--- config.mk ---
export PLATFORM = sky130hd
export DESIGN_NAME = poly_tone_sequencer
export DESIGN_NICKNAME = d
export VERILOG_FILES = /design/src/rtl/poly_tone_sequencer.sv
export SDC_FILE = /design/constraint.sdc
export NUM_CORES = 1
export LEC_CHECK = 0
export BUFFER_PORTS_ARGS = -buffer_cell sky130_fd_sc_hd__buf_2
export CAP_MARGIN = 0
export CORE_ASPECT_RATIO = 0.6
export CORE_MARGIN = 1.5
export CORE_UTILIZATION = 65
export CTS_CLUSTER_DIAMETER = 60
export DETAILED_ROUTE_END_ITERATION = 10
export MAX_ROUTING_LAYER = met4
export PLACE_DENSITY = 0.86
export SLEW_MARGIN = 20
export SYNTH_ARGS = -nofsm -noshare
export SYNTH_HDL_FRONTEND = slang
export SYNTH_SLANG_ARGS = --single-unit
--- constraint.sdc ---
create_clock -name clk_i -period 5.53 [get_ports clk_i]
set_input_delay 0.2765 -clock clk_i [delete_from_list [all_inputs] [get_ports clk_i]]
set_output_delay 0.2765 -clock clk_i [all_outputs]
set_load 0.01 [all_outputs]
--- src/rtl/poly_tone_sequencer.sv ---
// Multi-voice step sequencer: per-voice square-wave tones with linear-decay envelopes, summed to a 1-bit output.
// Output stage is PWM by default; define TONE_SIGMA_DELTA_EN to use a first-order sigma-delta modulator instead.
module poly_tone_sequencer #(
    parameter int NUM_VOICES = 2,
    parameter int BW         = 24,
    parameter int ENV_W      = 8,
    parameter int STEP_W     = 6,
    parameter int DECAY_DIV  = 4096,
    localparam int VW        = ($clog2(NUM_VOICES) > 1) ? $clog2(NUM_VOICES) : 1,
    localparam int MW        = ENV_W + VW
) (
    input  logic                     clk_i,
    input  logic                     rst_i,
    input  logic                     en_i,
    input  logic [BW-1:0]            tempo_max_i,
    input  logic [STEP_W-1:0]        seq_len_i,
    input  logic [NUM_VOICES*BW-1:0] divider_i,
    output logic [STEP_W-1:0]        step_o,
    output logic                     step_strb_o,
    output logic [MW-1:0]            mix_o,
    output logic                     pwm_o
);

    localparam int PW = ($clog2(DECAY_DIV) > 1) ? $clog2(DECAY_DIV) : 1;
    localparam logic [PW-1:0] PRE_LAST = PW'(DECAY_DIV - 1);

    logic [BW-1:0]     tcnt_reg;
    logic              step_strb_reg;
    logic              strb_d_reg;
    logic              load_pend_reg;
    logic [STEP_W-1:0] step_reg;
    logic [PW-1:0]     pre_reg;
    logic [MW-1:0]     mix_reg;
    logic              pwm_reg;

    logic              load;
    logic              tick;
    logic [ENV_W-1:0]  amp [NUM_VOICES];
    logic [MW-1:0]     sum_next;

    // Loading one cycle after the strobe lets the ROMs see the new step address.
    assign load = en_i & (load_pend_reg | strb_d_reg);
    assign tick = en_i & (pre_reg == PRE_LAST);

    always_ff @(posedge clk_i) begin
        if (rst_i) begin
            tcnt_reg      <= '0;
            step_strb_reg <= 1'b0;
            strb_d_reg    <= 1'b0;
            load_pend_reg <= 1'b1;
            step_reg      <= '0;
            pre_reg       <= '0;
        end else begin
            strb_d_reg    <= step_strb_reg;
            step_strb_reg <= 1'b0;
            if (en_i) begin
                if (tcnt_reg == tempo_max_i) begin
                    tcnt_reg      <= '0;
                    step_strb_reg <= 1'b1;
                end else begin
                    tcnt_reg <= tcnt_reg + 1'b1;
                end
                pre_reg <= tick ? '0 : pre_reg + 1'b1;
            end
            // >= so that shrinking seq_len below the current step wraps on the next strobe
            if (step_strb_reg) begin
                step_reg <= (step_reg >= seq_len_i) ? '0 : step_reg + 1'b1;
            end
            if (load) begin
                load_pend_reg <= 1'b0;
            end
        end
    end

    genvar gi;
    generate
        for (gi = 0; gi < NUM_VOICES; gi++) begin : g_voice
            logic [BW-1:0]    slice;
            logic [BW-1:0]    div_reg;
            logic [BW-1:0]    ph_reg;
            logic             sq_reg;
            logic [ENV_W-1:0] env_reg;

            assign slice = divider_i[gi*BW +: BW];

            always_ff @(posedge clk_i) begin
                if (rst_i) begin
                    div_reg <= '0;
                    ph_reg  <= '0;
                    sq_reg  <= 1'b0;
                    env_reg <= '0;
                end else if (load) begin
                    // A load overrides a coincident decay tick.
                    div_reg <= slice;
                    ph_reg  <= '0;
                    sq_reg  <= (slice != '0);
                    env_reg <= (slice != '0) ? '1 : '0;
                end else if (en_i) begin
                    if (div_reg == '0) begin
                        ph_reg <= '0;
                        sq_reg <= 1'b0;
                    end else if (ph_reg == div_reg - 1'b1) begin
                        ph_reg <= '0;
                        sq_reg <= ~sq_reg;
                    end else begin
                        ph_reg <= ph_reg + 1'b1;
                    end
                    if (tick && (env_reg != '0)) begin
                        env_reg <= env_reg - 1'b1;
                    end
                end
            end

            assign amp[gi] = sq_reg ? env_reg : '0;
        end
    endgenerate

    always_comb begin
        sum_next = '0;
        for (int v = 0; v < NUM_VOICES; v++) begin
            sum_next = sum_next + MW'(amp[v]);
        end
    end

    always_ff @(posedge clk_i) begin
        if (rst_i) begin
            mix_reg <= '0;
        end else begin
            mix_reg <= en_i ? sum_next : '0;
        end
    end

`ifdef TONE_SIGMA_DELTA_EN
    logic [MW:0] acc_reg;

    // Carry out of the accumulator is the 1-bit density-modulated output.
    always_ff @(posedge clk_i) begin
        if (rst_i) begin
            acc_reg <= '0;
            pwm_reg <= 1'b0;
        end else begin
            acc_reg <= {1'b0, acc_reg[MW-1:0]} + {1'b0, mix_reg};
            pwm_reg <= acc_reg[MW];
        end
    end
`else
    logic [MW-1:0] pcnt_reg;
    logic [MW-1:0] duty_reg;

    // Duty is only updated at the period boundary so each PWM frame is glitch-free.
    always_ff @(posedge clk_i) begin
        if (rst_i) begin
            pcnt_reg <= '0;
            duty_reg <= '0;
            pwm_reg  <= 1'b0;
        end else begin
            pcnt_reg <= pcnt_reg + 1'b1;
            if (&pcnt_reg) begin
                duty_reg <= mix_reg;
            end
            pwm_reg <= (pcnt_reg < duty_reg);
        end
    end
`endif

    assign step_o      = step_reg;
    assign step_strb_o = step_strb_reg;
    assign mix_o       = mix_reg;
    assign pwm_o       = pwm_reg;

endmodule

# == After elaboration in Yosys (flattened, before gate mapping) ==
# Cells that the tools add are included.
# W data, S select, Z words.
# classes
n_reduce_logical,20
eq_ne,4
n_lt_le_gt_ge,2
mux,26
n_bitwise,6
addsub,11
n_shift,0
div,0
n_mul,0
# op_table
op,n
$mux W24,5
$mux W8,10
$add A24 B1 Y24 const B,3
$eq A24 B24 Y1,3
$logic_not A24 Y1,2
$reduce_bool A24 Y1,2
$sub A24 B1 Y24 const B,2
$reduce_bool A8 Y1,2
$sub A8 B1 Y8 const B,2
$add A12 B1 Y12 const B,1
$eq A12 B12 Y1 const B,1
$mux W12,1
$add A8 B8 Y9,1
$add A9 B1 Y9 const B,1
$lt A9 B9 Y1,1
$mux W1,9
$reduce_and A9 Y1,1
$reduce_and A2 Y1,4
$add A6 B1 Y6 const B,1
$ge A6 B6 Y1,1
$mux W6,1
$reduce_bool A2 Y1,3
$reduce_bool A3 Y1,2
$reduce_or A2 Y1,2
other kinds (4),8
# totals
rom_bits,0
memories,0
elab_cells,87
regBits,187
latch_bits,0
inputBits,81
mem_bits_rw,0

# == Logic depth before layout (Yosys ltp) ==
# logic_depth
word_depth,6
ltp_mapped,13
mapped_depth_nobuf,12

# == Worst setup path before layout ==
# OpenSTA, ideal clock, no wires.
# synth_timing
kind,register to register
startpoint,register g_voice[0].div_reg[3]
endpoint,register g_voice[0].ph_reg[7]
required_ps,5399
slack_ps,2402
path_stages_with_launch,13
t_arrival_ps,2997
cell_sequence,dfxtp_1 buf_6 or4_4 buf_6 or3_4 or3_1 o211ai_2 o211ai_1 or4_1 buf_6 buf_6 a31oi_1 mux2i_1
# synth_via
elab_chain_len,4
elab_cells_between_ends,5
classes_between,add/sub (1); eq/ne (1); mux (2); reduce/logical (1)
# synth_rtl
element,line_no,source
"start, declared",79,logic [BW-1:0] div_reg;
"start signal, assigned",94,div_reg <= slice;
$sub A24 B1 Y24,102,end else if (ph_reg == div_reg - 1'b1) begin
$eq A24 B24 Y1,102,
$mux W24,102,
$mux W24 (*),99,if (div_reg == '0) begin
"end signal, assigned",106,ph_reg <= ph_reg + 1'b1;
"end, declared",80,logic [BW-1:0] ph_reg;
# Mark *: on every way between the ends. The rest lies on a longest branch, timed or not.
# A chain may end at the register's enable or synchronous reset.

# == Final worst setup path ==
# layout_timing
startpoint,register g_voice[1].div_reg[0]
endpoint,register g_voice[1].ph_reg[4]
# layout_via
elab_chain_len,4
elab_cells_between_ends,5
classes_between,add/sub (1); eq/ne (1); mux (2); reduce/logical (1)
# layout_rtl
element,line_no
"start, declared",79
"start signal, assigned",94
$sub A24 B1 Y24,102
$eq A24 B24 Y1,102
$mux W24,102
$mux W24 (*),99
"end signal, assigned",106
"end, declared",80
# Marked as above.

==> flow_metrics.tcl <==
set metrics [dict create \
    global_route.overflow_total 0 \
    cp-start-kind "register" \
    ctsHoldBuffers 0 \
    drv.max_cap_violation_count 0 \
    p_sw_frac 0.279 \
    antenna_found_initial 0 \
    min_delay_worst_endpoint "g_voice[0].div_reg[6]" \
    grt_first_pass_wirelength_um 45000 \
    final-hold-violation-count 0 \
    met1_usage 0.449 \
    fillerInstances 1249 \
    run_status "completed" \
    finalClockSkew_ns 0.0160 \
    combPwrFrac 0.141 \
    synth.cell_area_sq_mm 0.0109 \
    timing.hold.worst.class "in -> reg" \
    finalWorstSetupSlack_ns 1.51 \
    netlist_instances 1396 \
    fin_util 0.733 \
    grt_max_degree 104 \
    setup_viol 0 \
    worst_r2r_path_depth 10 \
    num_clock_sinks 187 \
    crit_fanout 22 \
    initial_standard_cell_utilization_of_the_core 0.669 \
    syn_area_per_cell_sq_um 7.81 \
    detailedRoute.firstPassIterationCount 7 \
    switchingPower_w 0.000850 \
    area_delta_synth_final_pct 9.57 \
    ys_ff_latch 187 \
    crit_slowest_cell "nand4_1" \
    fin_crit_ns 4.02 \
    remaining_drc_errors 0 \
    port_buffers 97 \
    cts_max_path_buffers 2 \
    timing.slew.headroom 0.287 \
    data_arrival_critical_path_ns 4.33 \
    detailroute.via_count 10300 \
    first_global_vias 9353 \
    synth_flop_cell "dfxtp_1" \
    instances_no_fill 1679 \
    synth.top_cells.by_area "dfxtp_1 34%, nand2_1 6.4%, xnor2_1 6.0%" \
    worst_r2r_endpoint "g_voice[1].ph_reg[4]" \
    synth_largest_type_area_fraction 0.343 \
    timing.critical_path.slowest_cell_delay_ns 0.79 \
    hold-path-cell-count 3 \
    overall_die_width_um 170 \
    grtUsageMet2 0.501 \
    grt_setup_unrepaired "false" \
    viasPerCell 6.12 \
    seq_power_share 0.474 \
    pre_cts_slack_ns 1.56 \
    antenna_cells 0 \
    post_cts_buffers 0 \
    global_route.usage.met3 0.0502 \
    yosys_top_cell_by_area "dfxtp_1" \
    fin_setup_tns_ns 0 \
    place.detailed.hpwl_um 18900 \
    worst_setup_path_end_kind "register" \
    dp.cells 1648 \
    async_flop_share 0 \
    totalPowerFinal_w 0.00304 \
    synth-warning-count 0 \
    cts_root_buf "clkbuf_16" \
    ys_types 70 \
    max_slew.worst_pin.slew_ns 1.07 \
    cp-startpoint "g_voice[1].div_reg[0]" \
    p_int_w 0.00219 \
    final_min_period_over_clock_period 0.727 \
    total_leakage_power_nw 4.53 \
    path_class "reg -> reg" \
    peakVddDrop_uv 164 \
    power.clock.fraction 0.385 \
    wire_per_inst_um 16.2 \
    global_route.peak_usage_layer "met2" \
    cts_tree "built" \
    cts-buffers-inserted 17 \
    die_h_um 103 \
    r2r_start "g_voice[1].div_reg[0]" \
    io_pins 98 \
    wl_um 27200 \
    synth_seq_area_share 0.343 \
    cts_max_level 4 \
    share_of_final_layout_standard_cells_stronger_than_drive_strength_1 0.106 \
    gpl.final_weighted_congestion 0.965 \
    design.core.area_sq_mm 0.0163 \
    synth-edff-count 0 \
    synth_common_cells "187 x dfxtp_1, 187 x nand2_1, 126 x nor2_1" \
    post_cts.resized_instances 0 \
    rows 36 \
    insertion_delay_ns 0.44 \
    final_antenna_net_count 0 \
    path_clk_slew_ns 0.07 \
    grtUsageTotal 0.329 \
    regToRegSetupSlack_ns 1.51 \
    slew_limit_fails 0 \
    timing.critical_path.required_ns 5.84 \
    mappedNetlistNets 1513 \
    floorplan.die_area_sq_mm 0.0176 \
    power.density_cell_area_mw_per_mm2 255 \
    crit_chain "inv_1 -> ha_1 -> or4b_2 -> or4_1 -> o221ai_1 -> a311oi_1 -> a2bb2oi_1 -> nand4_2 -> nand4_1 -> o311ai_0" \
    drt_iter0_markers 956 \
    worstHoldStart "divider_i[6]" \
    max_freq_mhz 249 \
    finish.net_count 1556 \
]
==> through the flow <==
stage | instance area [sq um] | hold WS (ns)
final | 11900 | 0.0846
after global routing | 11900 | 0.0900
after CTS | 11900 | 0.0827
after detailed placement | 11400 | 0.452
after global placement | 11400 | 0.442
after floorplan | 10900 | 0.412
==> metal layers <==
layer / share of wire / vias up / wire length [um]
met5: 0 / - / 0
met4: 0.018 / 0 / 491
met3: 0.080 / 40 / 2170
met2: 0.43 / 426 / 11800
met1: 0.47 / 4770 / 12800
li1: - / 5043 / -
==> cell families (layout without fill, tap and decap cells) <==
group,after synthesis,after routing,synth area share
AND/OR/NAND/NOR,632,632,0.290
adder cells (fa/ha/maj),36,36,0.0420
multiplexers,19,19,0.0174
flip-flops,187,187,0.343
XOR/XNOR,128,128,0.103
AO/OA/AOI/OAI,258,258,0.152
buffers and inverters,136,191,0.0525
==> cells in the final DEF, fill, tap and decap left out, types with 12 or more instances in the layout <==
cell type and instances:
a21oi_1 91, nand2_1 187, ha_1 35, o21ai_0 29, nand4_1 35, or3_1 24
nor3_1 27, a31oi_1 19, nor4_1 34, inv_1 53, and3_1 29, nand2b_1 18
a22oi_1 14, mux2i_1 19, buf_2 96, xnor2_1 75, nand3_1 74, clkbuf_16 17
and2_1 19, o31ai_1 19, xor2_1 53, o311ai_1 12, a211oi_1 13, dfxtp_1 187
nor2_1 124
==> critical path: cells and delay by family (launching register included) <==
family,cells,cell delay [ns]
adder cells (fa/ha/maj),1,0.26
AND/OR/NAND/NOR,4,2.04
buffers and inverters,1,0.09
AO/OA/AOI/OAI,4,1.15
flip-flops,1,0.35
==> power by group through the flow <==
stage                     Clock, W  Combinational (W)  Sequential (W)
final                      0.00117           0.000430         0.00144
after global routing       0.00123           0.000476         0.00145
after CTS                  0.00118           0.000424         0.00144
after detailed placement         0           0.000418         0.00147
after global placement           0           0.000408         0.00147
after floorplan                  0           0.000323         0.00145
==> layout make-up <==
class                           count  area [sq um]  share of cell area
Multi-Input combinational cell   1073          6610               0.553
Sequential cell                   187          3740               0.313
Timing Repair Buffer              107           563              0.0471
Clock buffer                       21           450              0.0377
Tap cell                          228           285              0.0239
Inverter                           53           199              0.0167
Clock inverter                     10          92.6             0.00775
==> worst max-delay path by stage <==
stage / endpoint / depth (start not counted)
floorplan: g_voice[0].ph_reg[7] / 12
global placement: g_voice[1].ph_reg[6] / 10
detailed placement: g_voice[1].ph_reg[4] / 10
CTS: g_voice[1].ph_reg[4] / 10
global route: g_voice[1].ph_reg[6] / 10
finish: g_voice[1].ph_reg[4] / 10
Note: power is estimated with default switching activity, not from simulation.
